`src/rtl/ov5640_sccb_master_pkg.sv`:
```
// Shared types and constants for the OV5640 SCCB write master.
package ov5640_pkg;

  // Bus-level phases of one SCCB write transaction.
  typedef enum logic [2:0] {
    IDLE,
    START,
    BYTE,
    ACK,
    STOP
  } sccb_state_t;

  // OV5640 write ID; the R/W bit is already 0.
  localparam logic [7:0] OV5640_DEV_ADDR = 8'h78;

  // Bytes per write: device ID, addr hi, addr lo, data.
  localparam int SCCB_BYTES = 4;

  // START + bytes * (8 data + 1 ack) slots * 4 quarters + STOP.
  localparam int SCCB_QUARTERS_PER_XFER = 152;

  // SCL is high in the middle two quarters of every bit slot.
  function automatic logic scl_high(input logic [1:0] phase);
    return (phase == 2'd1) || (phase == 2'd2);
  endfunction

endpackage

```
`src/rtl/ov5640_sccb_master_if.sv`:
```
// Request/response handshake and SCCB pad signals of the write master.
interface ov5640_sccb_master_if;
  logic        cfg_start;
  logic [23:0] cfg_data;
  logic        cfg_end;
  logic        busy;
  logic        ack_err;
  logic        scl;
  logic        sda_out;
  logic        sda_oe;
  logic        sda_in;

  modport master (
    input  cfg_start, cfg_data, sda_in,
    output cfg_end, busy, ack_err, scl, sda_out, sda_oe
  );

  modport slave (
    output cfg_start, cfg_data, sda_in,
    input  cfg_end, busy, ack_err, scl, sda_out, sda_oe
  );
endinterface

```
`src/rtl/ov5640_sccb_master_quarter_tick.sv`:
```
// SCL quarter-period timer: counts 0..Q_CNT-1, ticks on wrap and tracks
// which of the four quarters of a bit slot is current.
module sccb_quarter_tick #(
  parameter int Q_CNT = 50
) (
  input  logic       sys_clk,
  input  logic       sys_rst,
  input  logic       clear,
  input  logic       enable,
  output logic       tick,
  output logic [1:0] phase,
  output logic       quarter_start
);

  localparam int QW = (Q_CNT > 1) ? $clog2(Q_CNT) : 1;

  logic [QW-1:0] qcnt_reg;
  logic [1:0]    phase_reg;

  assign tick          = enable && (qcnt_reg == QW'(Q_CNT - 1));
  assign quarter_start = enable && (qcnt_reg == '0);
  assign phase         = phase_reg;

  // Quarter counter and slot phase; clear holds both at the slot origin.
  always_ff @(posedge sys_clk) begin
    if (sys_rst || clear) begin
      qcnt_reg  <= '0;
      phase_reg <= 2'd0;
    end else if (enable) begin
      if (tick) begin
        qcnt_reg  <= '0;
        phase_reg <= phase_reg + 2'd1;
      end else begin
        qcnt_reg <= qcnt_reg + QW'(1);
      end
    end
  end

endmodule

```
`src/rtl/ov5640_sccb_master.sv`:
```
// SCCB write master for the OV5640 configuration sequencer: one
// {addr[15:0], value[7:0]} word per cfg_start, sent as ID/addr hi/addr lo/data
// framed by START and STOP, finished with a one-cycle cfg_end.
module ov5640_sccb_master
  import ov5640_pkg::*;
#(
  parameter int         SYS_CLK_FREQ = 50_000_000,
  parameter int         SCL_FREQ     = 250_000,
  parameter int         Q_CNT        = SYS_CLK_FREQ / (4 * SCL_FREQ),
  parameter logic [7:0] DEV_ADDR     = OV5640_DEV_ADDR
) (
  input logic                  sys_clk,
  input logic                  sys_rst,
  ov5640_sccb_master_if.master bus
);

  generate
    if (Q_CNT < 2) begin : g_qcnt_check
      $error("ov5640_sccb_master: Q_CNT must be >= 2");
    end
    if (4 + SCCB_BYTES * 9 * 4 + 4 != SCCB_QUARTERS_PER_XFER) begin : g_len_check
      $error("ov5640_sccb_master: transaction length constants disagree");
    end
  endgenerate

  sccb_state_t state_reg, state_next;

  logic [23:0] data_reg;
  logic [2:0]  bit_reg;
  logic [1:0]  byte_reg;
  logic        nack_reg;
  logic        busy_reg;
  logic        cfg_end_reg;
  logic        ack_err_reg;
  logic [1:0]  sda_sync_reg;

  logic       tick;
  logic [1:0] phase;
  logic       quarter_start;
  logic       slot_end;
  logic       accept;
  logic       cur_bit;
  logic       scl_val;
  logic       sda_oe_val;

  logic [7:0] xfer_bytes [SCCB_BYTES];

  // Byte 0 is the device ID, the rest come from the latched word, MSB first.
  genvar gi;
  generate
    for (gi = 0; gi < SCCB_BYTES; gi++) begin : g_bytes
      if (gi == 0) begin : g_id
        assign xfer_bytes[gi] = DEV_ADDR;
      end else begin : g_word
        assign xfer_bytes[gi] = data_reg[8 * (SCCB_BYTES - 1 - gi) +: 8];
      end
    end
  endgenerate

  assign accept   = (state_reg == IDLE) && bus.cfg_start;
  assign slot_end = tick && (phase == 2'd3);
  assign cur_bit  = xfer_bytes[byte_reg][3'd7 - bit_reg];

  sccb_quarter_tick #(
    .Q_CNT(Q_CNT)
  ) u_quarter_tick (
    .sys_clk       (sys_clk),
    .sys_rst       (sys_rst),
    .clear         (state_reg == IDLE),
    .enable        (state_reg != IDLE),
    .tick          (tick),
    .phase         (phase),
    .quarter_start (quarter_start)
  );

  // Two-flop synchroniser on the SDA pad; the value seen at the start of q2
  // reflects the line late in q1, still well inside the ACK slot.
  always_ff @(posedge sys_clk) begin
    if (sys_rst) begin
      sda_sync_reg <= 2'b11;
    end else begin
      sda_sync_reg <= {sda_sync_reg[0], bus.sda_in};
    end
  end

  // FSM state register.
  always_ff @(posedge sys_clk) begin
    if (sys_rst) begin
      state_reg <= IDLE;
    end else begin
      state_reg <= state_next;
    end
  end

  // Next-state logic: every phase advances only on a completed bit slot.
  always_comb begin
    state_next = state_reg;
    case (state_reg)
      IDLE:  if (accept) state_next = START;
      START: if (slot_end) state_next = BYTE;
      BYTE:  if (slot_end && (bit_reg == 3'd7)) state_next = ACK;
      ACK:   if (slot_end) state_next = (byte_reg == 2'd3) ? STOP : BYTE;
      STOP:  if (slot_end) state_next = IDLE;
      default: state_next = IDLE;
    endcase
  end

  // Transaction datapath: word latch, bit/byte counters, NACK flag, handshake.
  always_ff @(posedge sys_clk) begin
    if (sys_rst) begin
      data_reg    <= '0;
      bit_reg     <= 3'd0;
      byte_reg    <= 2'd0;
      nack_reg    <= 1'b0;
      busy_reg    <= 1'b0;
      cfg_end_reg <= 1'b0;
      ack_err_reg <= 1'b0;
    end else begin
      cfg_end_reg <= 1'b0;
      ack_err_reg <= 1'b0;
      if (accept) begin
        data_reg <= bus.cfg_data;
        busy_reg <= 1'b1;
        bit_reg  <= 3'd0;
        byte_reg <= 2'd0;
        nack_reg <= 1'b0;
      end
      if ((state_reg == BYTE) && slot_end) begin
        bit_reg <= bit_reg + 3'd1;
      end
      if (state_reg == ACK) begin
        if ((phase == 2'd2) && quarter_start && sda_sync_reg[1]) begin
          nack_reg <= 1'b1;
        end
        if (slot_end) begin
          byte_reg <= byte_reg + 2'd1;
        end
      end
      if ((state_reg == STOP) && slot_end) begin
        cfg_end_reg <= 1'b1;
        ack_err_reg <= nack_reg;
        busy_reg    <= 1'b0;
        nack_reg    <= 1'b0;
      end
    end
  end

  // Bus outputs decoded from the current phase and quarter.
  always_comb begin
    scl_val    = 1'b1;
    sda_oe_val = 1'b0;
    case (state_reg)
      IDLE: begin
        scl_val    = 1'b1;
        sda_oe_val = 1'b0;
      end
      START: begin
        scl_val    = (phase != 2'd3);
        sda_oe_val = phase[1];
      end
      BYTE: begin
        scl_val    = scl_high(phase);
        sda_oe_val = ~cur_bit;
      end
      ACK: begin
        scl_val    = scl_high(phase);
        sda_oe_val = 1'b0;
      end
      STOP: begin
        scl_val    = (phase != 2'd0);
        sda_oe_val = ~phase[1];
      end
      default: begin
        scl_val    = 1'b1;
        sda_oe_val = 1'b0;
      end
    endcase
  end

  assign bus.scl     = scl_val;
  assign bus.sda_oe  = sda_oe_val;
  assign bus.sda_out = 1'b0;
  assign bus.cfg_end = cfg_end_reg;
  assign bus.busy    = busy_reg;
  assign bus.ack_err = ack_err_reg;

endmodule
```
`src/flat_wrapper.sv`:
```
// flat-port wrapper written by rule: the top's interface ports become plain ports
module ov5640_sccb_master_flat import ov5640_pkg::*;
#(
  parameter int         SYS_CLK_FREQ = 50_000_000,
  parameter int         SCL_FREQ     = 250_000,
  parameter int         Q_CNT        = SYS_CLK_FREQ / (4 * SCL_FREQ),
  parameter logic [7:0] DEV_ADDR     = OV5640_DEV_ADDR
)
  (sys_clk, sys_rst, bus_cfg_start, bus_cfg_data, bus_sda_in, bus_cfg_end, bus_busy, bus_ack_err, bus_scl, bus_sda_out, bus_sda_oe);
  ov5640_sccb_master_if bus_i ();
  input logic sys_clk;
  input logic sys_rst;
  input wire logic [$bits(bus_i.cfg_start)-1:0] bus_cfg_start;
  input wire logic [$bits(bus_i.cfg_data)-1:0] bus_cfg_data;
  input wire logic [$bits(bus_i.sda_in)-1:0] bus_sda_in;
  output wire logic [$bits(bus_i.cfg_end)-1:0] bus_cfg_end;
  output wire logic [$bits(bus_i.busy)-1:0] bus_busy;
  output wire logic [$bits(bus_i.ack_err)-1:0] bus_ack_err;
  output wire logic [$bits(bus_i.scl)-1:0] bus_scl;
  output wire logic [$bits(bus_i.sda_out)-1:0] bus_sda_out;
  output wire logic [$bits(bus_i.sda_oe)-1:0] bus_sda_oe;
  assign bus_i.cfg_start = bus_cfg_start;
  assign bus_i.cfg_data = bus_cfg_data;
  assign bus_i.sda_in = bus_sda_in;
  assign bus_cfg_end = bus_i.cfg_end;
  assign bus_busy = bus_i.busy;
  assign bus_ack_err = bus_i.ack_err;
  assign bus_scl = bus_i.scl;
  assign bus_sda_out = bus_i.sda_out;
  assign bus_sda_oe = bus_i.sda_oe;
  ov5640_sccb_master #(.SYS_CLK_FREQ(SYS_CLK_FREQ), .SCL_FREQ(SCL_FREQ), .Q_CNT(Q_CNT), .DEV_ADDR(DEV_ADDR)) u_core (.sys_clk(sys_clk), .sys_rst(sys_rst), .bus(bus_i));
endmodule
```
`config.mk`:
```
export PLATFORM = sky130hd
export DESIGN_NAME = ov5640_sccb_master_flat
export DESIGN_NICKNAME = d
export VERILOG_FILES = /design/src/rtl/ov5640_sccb_master_pkg.sv /design/src/rtl/ov5640_sccb_master_if.sv /design/src/rtl/ov5640_sccb_master_quarter_tick.sv /design/src/rtl/ov5640_sccb_master.sv /design/src/flat_wrapper.sv
export SDC_FILE = /design/constraint.sdc
export NUM_CORES = 1
export LEC_CHECK = 0
export ABC_CLOCK_PERIOD_IN_PS = 2300
export BUFFER_PORTS_ARGS = -buffer_cell sky130_fd_sc_hd__buf_2
export CAP_MARGIN = 15
export CORE_MARGIN = 2
export CORE_UTILIZATION = 30
export DETAILED_ROUTE_END_ITERATION = 7
export GPL_TIMING_DRIVEN = 0
export HOLD_SLACK_MARGIN = 0.05
export PLACE_DENSITY = 0.46
export SLEW_MARGIN = 10
export SYNTH_ARGS = -nofsm -noshare
export SYNTH_HDL_FRONTEND = slang
export SYNTH_SLANG_ARGS = --single-unit
```
`constraint.sdc`:
```
create_clock -name sys_clk -period 2.3 [get_ports sys_clk]
set_input_delay 0.115 -clock sys_clk [delete_from_list [all_inputs] [get_ports sys_clk]]
set_output_delay 0.115 -clock sys_clk [all_outputs]
set_load 0.03 [all_outputs]
```
Yosys cells after proc, flatten, opt, wreduce, memory -nomap -nowiden:

Index checks and enable logic that the tools add are counted.

* add/sub/neg operators: 5
* order comparisons: 2
* eq/ne operators: 16
* mux-type cells: 24
* bitwise operators: 4
* reduce and logical (&&, ||, !) cells: 21

Operators with widths (number)
* $mux 3: 8
* $bmux 8 s2: 1
* $mux 8: 2
* $pmux 3 s5: 1
* $ne 2x1->1 const B: 5
* $logic_and 1x1->1: 9
* $add 6x1->6 const B: 1
* $eq 2x2->1 const B: 3
* $eq 3x2->1 const B: 2
* $eq 3x3->1 const B: 2
* $eq 6x6->1 const B: 1
* $logic_not 6->1: 1
* $mux 2: 3
* $mux 6: 1
* $pmux 1 s3: 2
* $reduce_or 2->1: 3
* $mux 1: 5
* $reduce_and 5->1: 1
* $add 2x1->2 const B: 2
* $lt 3x4->1 const B: 1
* $reduce_bool 2->1: 2
* $add 3x1->3 const B: 1
* $bmux 1 s3: 1
* $eq 3x1->1 const B: 1
* 10 further kinds: 13

* register bits after elaboration: 46
* input bits: 28
* output and inout port bits: 6
* word-level logic and storage cells: 83

Longest topological paths before layout:

Gate-level depths: netlist (run 1).

* depth after elaboration: 8
* mapped depth: 7
* depth with buffers taken out: 7

By module:

From an unflattened synthesis (run 1), not the netlist that was laid out.

* cell total of the unflattened synthesis: 277
* area total of the unflattened synthesis: 2299.7 um2

Modules (own cells, without submodules)
* ov5640_sccb_master: instances 1, cells each 232, area an instance 1886.8 um2, seq. area each 760.7 um2
* sccb_quarter_tick: instances 1, cells each 45, area an instance 412.9 um2, seq. area each 160.2 um2

Worst setup path after synthesis (run 1):

Ideal clock, no wire load.

* path kind: register to output
* start: register u_core.byte_reg[0]
* end: output port bus_sda_oe
* arrival: 1977 ps
* data required time: 2185 ps
* slack: 208 ps
* stages on the path, launching flop included: 6
* path buffers: 0
* path through: dfxtp_1 > mux2_4 > a22o_1 > a211oi_1 > nor3b_1 > o32ai_1

* word-level cells in the longest chain between the ends: 8

RTL lines
* start, declared: line ov5640_sccb_master.sv:30 `logic [1:0] byte_reg;`
* start signal, assigned: line ov5640_sccb_master.sv:136 `byte_reg <= byte_reg + 2'd1;`
* $not 2->3 (not written as such): line ov5640_sccb_master.sv:62 `assign cur_bit = xfer_bytes[byte_reg][3'd7 - bit_reg];`
* $bmux 8 s2: line ov5640_sccb_master.sv:62
* $mux 8 (not written as such) (2 in a row): line ov5640_sccb_master.sv:62
* $bmux 1 s3: line ov5640_sccb_master.sv:62
* $mux 1 (not written as such): line ov5640_sccb_master.sv:62
* $not 1->1: line ov5640_sccb_master.sv:163 `sda_oe_val = ~cur_bit;`
* $pmux 1 s3: line ov5640_sccb_master.sv:152 `case (state_reg)`
* end, declared: line flat_wrapper.sv:21 `output wire logic [$bits(bus_i.sda_oe)-1:0] bus_sda_oe;`

Every way passes these cells. The select of a mux whose other input is x is not followed.

Worst setup path in the final report (run 1):

Same ends and word-level chain as after synthesis.

==> flow_summary.yaml, run 1 <==
status:
  status: "completed"
power_and_ir_drop:
  power_leakage_uw: 0.001090
  power_density_nw_per_um2: 583.9
  p_int_uw: 1247
  peakVddDrop_mv: 0.3364
  comb_power_share_pct: 9.9
  p_switching_uw: 371.6
  seqPwrFrac_pct: 52.0
  finalPower_uw: 1619
  swShare_pct: 22.95
  clockPowerShare_pct: 38.1
finish:
  syn2layout_area_growth_pct: 25.06
  final_cell_mix: "nand2_1, dfxtp_1, buf_2"
  largest_reg_flops: 24
  num_antenna_cells: 0
  mostFrequentLayoutCell: "nand2_1"
  drive_gt1_share_pct: 22.76
  finalNonFillerCells: 411
  n_fill_cell: 777
  nets: 349
placement:
  dp_hpwl_um: 3830
  place.gp.congestion: 0.7652
  io_buffers: 32
  dp_cells: 390
hold_path:
  holdPathEnd: "u_core.data_reg[17]"
  holdCritStartpoint: "bus_cfg_data[17]"
  hp-class: "input port to flop"
  min_delay_path_depth: 3
synth:
  syn_area_um2: 2217
  ys_seq_area_share_pct: 41.53
  async_reset_ff_share_pct: 0
  synth_cell_types: 54
  synth_area_per_cell_um2: 8.560
  synthCells: 259
  syn_nets: 296
  yosys_most_used_dff: "dfxtp_1"
  synth_edf_count: 0
  ys_ff_latch: 46
  yosysWarnings: 0
detailed_routing:
  vias: 1883
  drc_errors: 0
  routed_wl_um: 5231
  avgRoutedWirePerCell_um: 12.73
  drt-initial-drc-count: 73
  postRouteAntennaNets: 0
  via_per_inst: 4.582
  first_pass_iters: 4
worst_setup_path:
  cp-end-kind: "output pin"
  cp_top_family: "compound AO/OA/AOI/OAI gates"
  crit_type: "flop to output pin"
  r2r_slack_ps: 390
  cp.required_ps: 2180
  critical_path_buf_inv_count: 2
  crit_chain: "buf_6, mux2i_2, a221oi_1, a211oi_1, nor3b_1, o32ai_2, buf_4"
  r2r_end: "u_core.byte_reg[0]"
  crit_path_start: "u_core.byte_reg[0]"
  cp_max_fo: 10
  critPathLaunchType: "flop"
  slowest_stage: "dfxtp_2"
  cpPeakStageDelay_ps: 380
  ff2ff_path_depth: 6
  r2r-start: "u_core.u_quarter_tick.phase[1]"
  crit_arrival_ps: 2020
cts:
  path_clk_slew_ps: 80
  clockRootBuffer: "clkbuf_8"
  numCtsBuffers: 5
  clockBufferDepth: 2
  htree_levels: 2
  cts_setup_buffers: 0
  cts_tree: "built"
  clk-insertion-delay-late_ps: 300
  cts_sinks: 46
timing:
  slew_violations: 0
  finalSetupViolations: 0
  fin_worst_skew_ps: 10.46
  tightest_slew_ps: 571.9
  slew_headroom_pct: 61.87
  post-route-period-util_pct: 92.97
  setup_tns_ps: 0
  finalHoldViolCount: 0
  grt_setup_unrepaired: "false"
  fmax_mhz: 467.7
  fin_crit_ps: 2138
floorplan:
  initial_core_util_pct: 30.73
  num_rows: 31
  fp.coreArea_um2: 7214
  fp.dieW_um: 89.97
  die_area_um2: 8094
  io_pins: 34
  fp.dieH_um: 89.97
grt:
  overflow: 0
  grt_use_total_pct: 13.75
  antenna_found_initial: 0
  grt_max_degree: 14
  first_global_vias: 1811
  grt_pass1_wl_um: 9045
job:
  cap_violations: 0
[metal layers]
| layer | global-route usage (%) | up-vias | wire, um |
|---|---|---|---|
| li1 | - | 985 | - |
| met1 | 18.94 | 869 | 2633 |
| met2 | 22.35 | 27 | 2444 |
| met3 | 2.515 | 2 | 121 |
| met4 | 3.462 | 0 | 31 |
| met5 | 0 | - | 0 |
[power by group through the flow]
stage | Clock (uW) | Sequential (uW) | Combinational [uW]
floorplan | 0 | 858 | 88.7
global placement | 0 | 860 | 143
detailed placement | 0 | 861 | 144
CTS | 643 | 842 | 162
global route | 668 | 845 | 181
finish | 618 | 841 | 160
[repair_timing]
item,CTS,global route
gates resized for setup,3,3
gates cloned,0,0
setup endpoints to repair,1,1
hold buffers,14,0
hold endpoints to repair,14,0
[cells by family (layout without fill, tap and decap cells)]
kind of cell / count (synthesis) / in the layout / share of synthesized area [%]
other: 1 / 1 / 0.1691
buffers and inverters: 26 / 79 / 5.700
muxes: 11 / 11 / 6.095
adders and majority gates: 9 / 9 / 5.079
DFF: 46 / 46 / 41.53
and+or+nand+nor: 112 / 112 / 26.24
AOI/OAI and AO/OA: 49 / 49 / 13.21
xor gates and xnor gates: 5 / 5 / 1.976
[cell type report]
cell class	count	area, um2	area share, %
Buffer	18	98.84	3.565
Clock buffer	6	82.58	2.978
Clock inverter	1	30.03	1.083
Inverter	8	30.03	1.083
Multi-Input combinational cell	187	1181	42.60
Sequential cell	46	923.4	33.30
Tap cell	99	123.9	4.468
Timing Repair Buffer	46	302.8	10.92
[how the worst max path moves through the flow]
| stage | end | slack [ps] | cells past startpoint |
|---|---|---|---|
| floorplan | bus_sda_oe | 210 | 5 |
| global placement | bus_sda_oe | 250 | 7 |
| detailed placement | bus_sda_oe | 230 | 7 |
| CTS | bus_sda_oe | 70 | 7 |
| global route | bus_sda_oe | 1 | 7 |
| finish | bus_sda_oe | 160 | 7 |
[per-stage QoR]
| stage | util (%) | hold WS (ps) | worst slack, ps | cell area (um2) |
|---|---|---|---|---|
| 2_1_floorplan | - | 191.3 | 208.2 | 2217 |
| 6_report | 38.43 | 55.13 | 161.7 | 2773 |
| 5_1_grt | 38.43 | 51.13 | 1.332 | 2773 |
| 3_3_place_gp | 34.67 | 298.2 | 246.4 | 2501 |
| 4_1_cts | 38.33 | 50.03 | 66.18 | 2765 |
| 3_5_place_dp | 34.67 | 306.2 | 233.1 | 2501 |
[synth_stat cells, types with 3 or more instances]
library cell	number	share of area, %
ha_1	9	5.1
xor2_1	3	1.2
nand3_1	8	1.8
mux2i_1	6	2.7
dfxtp_1	46	42
nand2_1	56	9.5
buf_4	3	1.0
buf_2	8	1.8
inv_1	6	1.0
o21ai_0	3	0.68
nor3_1	6	1.4
a21oi_1	33	7.4
nor2b_1	3	0.85
clkbuf_1	5	0.85
nor2_1	16	2.7
[worst register-to-register path, delay by kind of cell (launching register included)]
kind                       cells  cell delay (ps)
DFF                            1              430
buffers and inverters          1              120
and+or+nand+nor                3              770
adders and majority gates      1              200
muxes                          1              330
No activity file was read; power rests on OpenSTA's default activity.
==> inputs of run 2 (changes only) <==
--- a/config.mk
+++ b/config.mk
@@ -9,11 +9,11 @@
 export BUFFER_PORTS_ARGS = -buffer_cell sky130_fd_sc_hd__buf_2
 export CAP_MARGIN = 15
 export CORE_MARGIN = 2
-export CORE_UTILIZATION = 30
+export CORE_UTILIZATION = 56
 export DETAILED_ROUTE_END_ITERATION = 7
 export GPL_TIMING_DRIVEN = 0
 export HOLD_SLACK_MARGIN = 0.05
-export PLACE_DENSITY = 0.46
+export PLACE_DENSITY = 0.77
 export SLEW_MARGIN = 10
 export SYNTH_ARGS = -nofsm -noshare
 export SYNTH_HDL_FRONTEND = slang
==> flow_summary.yaml, run 2 (synthesis results as in run 1) <==
floorplan:
  fp.dieH_um: 66.92
  initial_core_util_pct: 59.22
  fp.coreArea_um2: 3744
  io_pins: 34
  die_area_um2: 4478
  fp.dieW_um: 66.92
  num_rows: 22
finish:
  syn2layout_area_growth_pct: 19.13
  nets: 344
  num_antenna_cells: 0
  multi_input_area_um2: 1170
  utilization_pct: 70.55
  drive_gt1_share_pct: 22.08
  mostFrequentLayoutCell: "nand2_1"
  largest_reg_flops: 24
  final_cell_mix: "nand2_1, dfxtp_1, buf_2"
  regArea_um2: 922.1
  n_fill_cell: 334
detailed_routing:
  via_per_inst: 5.368
  vias: 1911
  routed_wl_um: 4648
  postRouteAntennaNets: 0
  avgRoutedWirePerCell_um: 13.06
  drt-initial-drc-count: 107
  first_pass_iters: 4
  drc_errors: 0
grt:
  grt_pass1_wl_um: 7824
  grt_use_total_pct: 23.47
  antenna_found_initial: 0
  first_global_vias: 1718
  overflow: 0
  grt_max_degree: 15
cts:
  clockRootBuffer: "clkbuf_8"
  clockBufferDepth: 2
  path_clk_slew_ps: 90
  cts_tree: "built"
  numCtsBuffers: 5
  clk-insertion-delay-late_ps: 300
  htree_levels: 2
  cts_setup_buffers: 0
  cts_sinks: 46
job:
  cap_violations: 0
timing:
  post-route-period-util_pct: 93.89
  setup_ws_ps: 140.6
  tightest_slew_ps: 534.3
  fin_worst_skew_ps: 8.982
  grt_setup_unrepaired: "false"
  fin_crit_ps: 2159
  slew_violations: 0
  slew_headroom_pct: 64.38
  finalHoldViolCount: 0
  fmax_mhz: 463.1
  holdWs_ps: 46.44
  finalSetupViolations: 0
  setup_tns_ps: 0
power_and_ir_drop:
  power_density_nw_per_um2: 598.2
  peakVddDrop_mv: 0.4727
  finalPower_uw: 1580
  power_leakage_uw: 0.001059
placement:
  dp_hpwl_um: 3376
  place.gp.congestion: 0.8742
  dp_slack_ps: 405.5
  io_buffers: 32
worst_setup_path:
  crit_arrival_ps: 2040
  cp.required_ps: 2180
  crit_type: "flop to output pin"
  cp_max_fo: 10
  critPathLaunchType: "flop"
  cp-end-kind: "output pin"
hold_path:
  hp-class: "input port to flop"
status:
  status: "completed"
## run 2: worst paths after layout
| path | cells past startpoint | start | endpoint | slack (ps) |
|---|---|---|---|---|
| worst max-delay path | 6 | u_core.byte_reg[0] | bus_sda_oe | 140 |
| worst min-delay path | 3 | bus_cfg_data[7] | u_core.data_reg[7] | 50 |
| worst max register to register | 6 | u_core.u_quarter_tick.phase[1] | u_core.byte_reg[0] | 340 |
| worst min register to register | 1 | u_core.sda_sync_reg[0] | u_core.sda_sync_reg[1] | 430 |
## run 2: layout make-up
class                   instances  area share (%)
clock buffers                   6           2.748
plain buffers                  18           3.648
well taps                      48           2.274
repair buffers                 41           9.569
flip-flops and latches         46           34.91
clock inverters                 2           1.421
inverters                       8           1.137
multi-input cells             187           44.29
## run 2: power breakdown
| part | internal, uW | leakage (uW) | switching [uW] |
|---|---|---|---|
| Combinational | 68.0 | 0.000632 | 82.3 |
| Clock | 324 | 0.0000514 | 263 |
| Sequential | 826 | 0.000376 | 16.8 |
| Total | 1220 | 0.00106 | 362 |
## run 2: layer usage
metal | global-route usage, % | vias up | wire (um)
met1 | 33.23 | 873 | 2332
met5 | 0 | - | 0
li1 | - | 981 | -
met3 | 4.561 | 7 | 238
met2 | 36.00 | 50 | 2035
met4 | 7.143 | 0 | 42
## run 2: per-stage QoR
step / area [um2] / cells
after floorplan: 2217 / 259
after global placement: 2437 / 339
after detailed placement: 2437 / 339
after CTS: 2608 / 353
after global routing: 2641 / 356
final: 2641 / 356
## run 2: critical path, stage by stage, from the launching register on
cell and delay [ps]:
dfxtp_2 380, buf_6 160, mux2_4 300, a221oi_1 250, a311oi_1 100, o32ai_1 350, buf_4 220
## run 2: what timing repair did
item | 4_1_cts | 5_1_grt
endpoints found under the hold margin | 6 | 3
endpoints found under the setup margin | 0 | 1
gates resized for setup | 0 | 2
hold buffers | 6 | 3
==> inputs of run 3 (changes only) <==
--- a/config.mk
+++ b/config.mk
@@ -14,7 +14,9 @@
 export GPL_TIMING_DRIVEN = 0
 export HOLD_SLACK_MARGIN = 0.05
 export PLACE_DENSITY = 0.77
+export REMOVE_ABC_BUFFERS = 1
 export SLEW_MARGIN = 10
 export SYNTH_ARGS = -nofsm -noshare
 export SYNTH_HDL_FRONTEND = slang
 export SYNTH_SLANG_ARGS = --single-unit
+export TNS_END_PERCENT = 30
==> flow_summary.yaml, run 3 (synthesis results as in run 1) <==
status:
  status: "completed"
cts:
  numCtsBuffers: 5
  htree_levels: 2
  clk-insertion-delay-late_ps: 300
  cts_tree: "built"
  cts_sinks: 46
  path_clk_slew_ps: 80
  clockRootBuffer: "clkbuf_8"
  clockBufferDepth: 2
worst_setup_path:
  crit_chain: "mux2_4, a22o_1, a211oi_1, nor3b_1, o32ai_1, buf_4"
  crit_path_start: "u_core.byte_reg[0]"
  crit_cells: 6
  cp-end-kind: "output pin"
  ff2ff_path_depth: 5
  cpPeakStageDelay_ps: 420
  crit_arrival_ps: 2080
  slowest_stage: "dfxtp_4"
  cp.required_ps: 2180
  crit_type: "flop to output pin"
  critPathLaunchType: "flop"
  critical_path_buf_inv_count: 1
  cp_max_fo: 10
  cp_top_family: "compound AO/OA/AOI/OAI gates"
  r2r-start: "u_core.state_reg[1]"
detailed_routing:
  via_per_inst: 5.293
  routed_wl_um: 4464
  drt-initial-drc-count: 106
  vias: 1863
  drc_errors: 0
  postRouteAntennaNets: 0
  avgRoutedWirePerCell_um: 12.68
  first_pass_iters: 4
finish:
  final_cell_mix: "nand2_1, dfxtp_1, a21oi_1"
  syn2layout_area_growth_pct: 20.09
  mostFrequentLayoutCell: "nand2_1"
  largest_reg_flops: 24
  drive_gt1_share_pct: 20.07
  nets: 341
  num_antenna_cells: 0
  finalNonFillerCells: 352
  utilization_pct: 71.12
floorplan:
  io_pins: 34
  fp.dieH_um: 66.92
  fp.coreArea_um2: 3744
  fp.dieW_um: 66.92
  num_rows: 22
  die_area_um2: 4478
  initial_core_util_pct: 59.22
power_and_ir_drop:
  power_leakage_uw: 0.001048
  power_density_nw_per_um2: 547.7
  clockPowerShare_pct: 32.2
  swShare_pct: 24.37
  p_int_uw: 1103
  p_switching_uw: 355.3
  peakVddDrop_mv: 0.4091
  seqPwrFrac_pct: 57.6
  comb_power_share_pct: 10.2
  finalPower_uw: 1458
placement:
  dp_cells: 321
  dp_hpwl_um: 2723
  io_buffers: 32
  place.gp.congestion: 0.7958
  dp_slack_ps: 135.3
grt:
  use_met2_pct: 38.13
  overflow: 0
  use_met1_pct: 27.87
  grt_pass1_wl_um: 7686
  use_met3_pct: 5.574
  antenna_found_initial: 0
  grt_max_degree: 41
  grt_use_total_pct: 22.78
  busiest_layer: "met2"
  first_global_vias: 1739
timing:
  fin_worst_skew_ps: 5.013
  setup_ws_ps: 110.0
  tightest_slew_ps: 1020
  post-route-period-util_pct: 95.22
  finalHoldViolCount: 0
  fmax_mhz: 456.6
  slew_violations: 0
  finalSetupViolations: 0
  fin_crit_ps: 2190
  slew_headroom_pct: 31.82
hold_path:
  hp-class: "input port to flop"
  holdCritStartpoint: "bus_cfg_data[22]"
  min_delay_path_depth: 3
job:
  cap_violations: 0
==> run 3: cell count changes in the layout (fill, tap and decap cells not counted) <==
cell / previous run / this run
buf_6: 1 / 0
clkbuf_1: 6 / 1
dfxtp_1: 45 / 43
buf_4: 4 / 5
bufinv_16: 1 / 0
dfxtp_4: 0 / 2
buf_1: 1 / 0
dlygate4sd3_1: 9 / 20
buf_2: 39 / 31
==> run 3: final cells by class <==
class	instances	area, um2
flip-flops and latches	46	929.6
repair buffers	56	392.9
well taps	48	60.06
clock buffers	6	72.57
fillers	324	1081
clock inverters	1	7.507
inverters	8	30.03
multi-input cells	187	1170
==> run 3: layer usage <==
layer  vias to the layer above  part of all wire (%)
li1                        973                     -
met1                       846                    46
met2                        34                    48
met3                        10                   3.3
met4                         0                   2.4
met5                         -                     0
==> run 3: power by group through the flow <==
stage                     registers [uW]  logic, uW  clock network, uW
after floorplan                      860       68.8                  0
after global placement               860        118                  0
after detailed placement             862        120                  0
after CTS                            842        145                478
after global routing                 844        167                528
final                                840        148                470
==> run 3: worst register-to-register path, cell delays in order (launching register included) <==
cell     delay, ps
dfxtp_1        610
nor3_4         130
nand2_1        770
nand2_1        130
mux2_1         320
nor2_1         100
==> run 3: per-stage QoR <==
stage | TNS, ps | cell area [um2] | hold slack (ps)
floorplan | 0 | 2121 | 184.1
global placement | 0 | 2341 | 296.9
detailed placement | 0 | 2341 | 299.5
CTS | 0 | 2618 | 50.83
global route | -1.473 | 2663 | 54.84
finish | 0 | 2663 | 62.76
==> run 3: what timing repair did <==
item | CTS | global route
gates cloned | 0 | 0
pin swaps | 0 | 0
hold buffers | 19 | 1
resized for setup | 4 | 2
setup endpoints to repair | 1 | 1
endpoints found under the hold margin | 19 | 1
buffers inserted | 0 | 4
==> run 3: final timing paths <==
check                                 to  slack, ps
setup / recovery              bus_sda_oe        110
hold / removal       u_core.data_reg[22]         60
setup reg to reg      u_core.byte_reg[0]        170
hold reg to reg   u_core.sda_sync_reg[1]        410
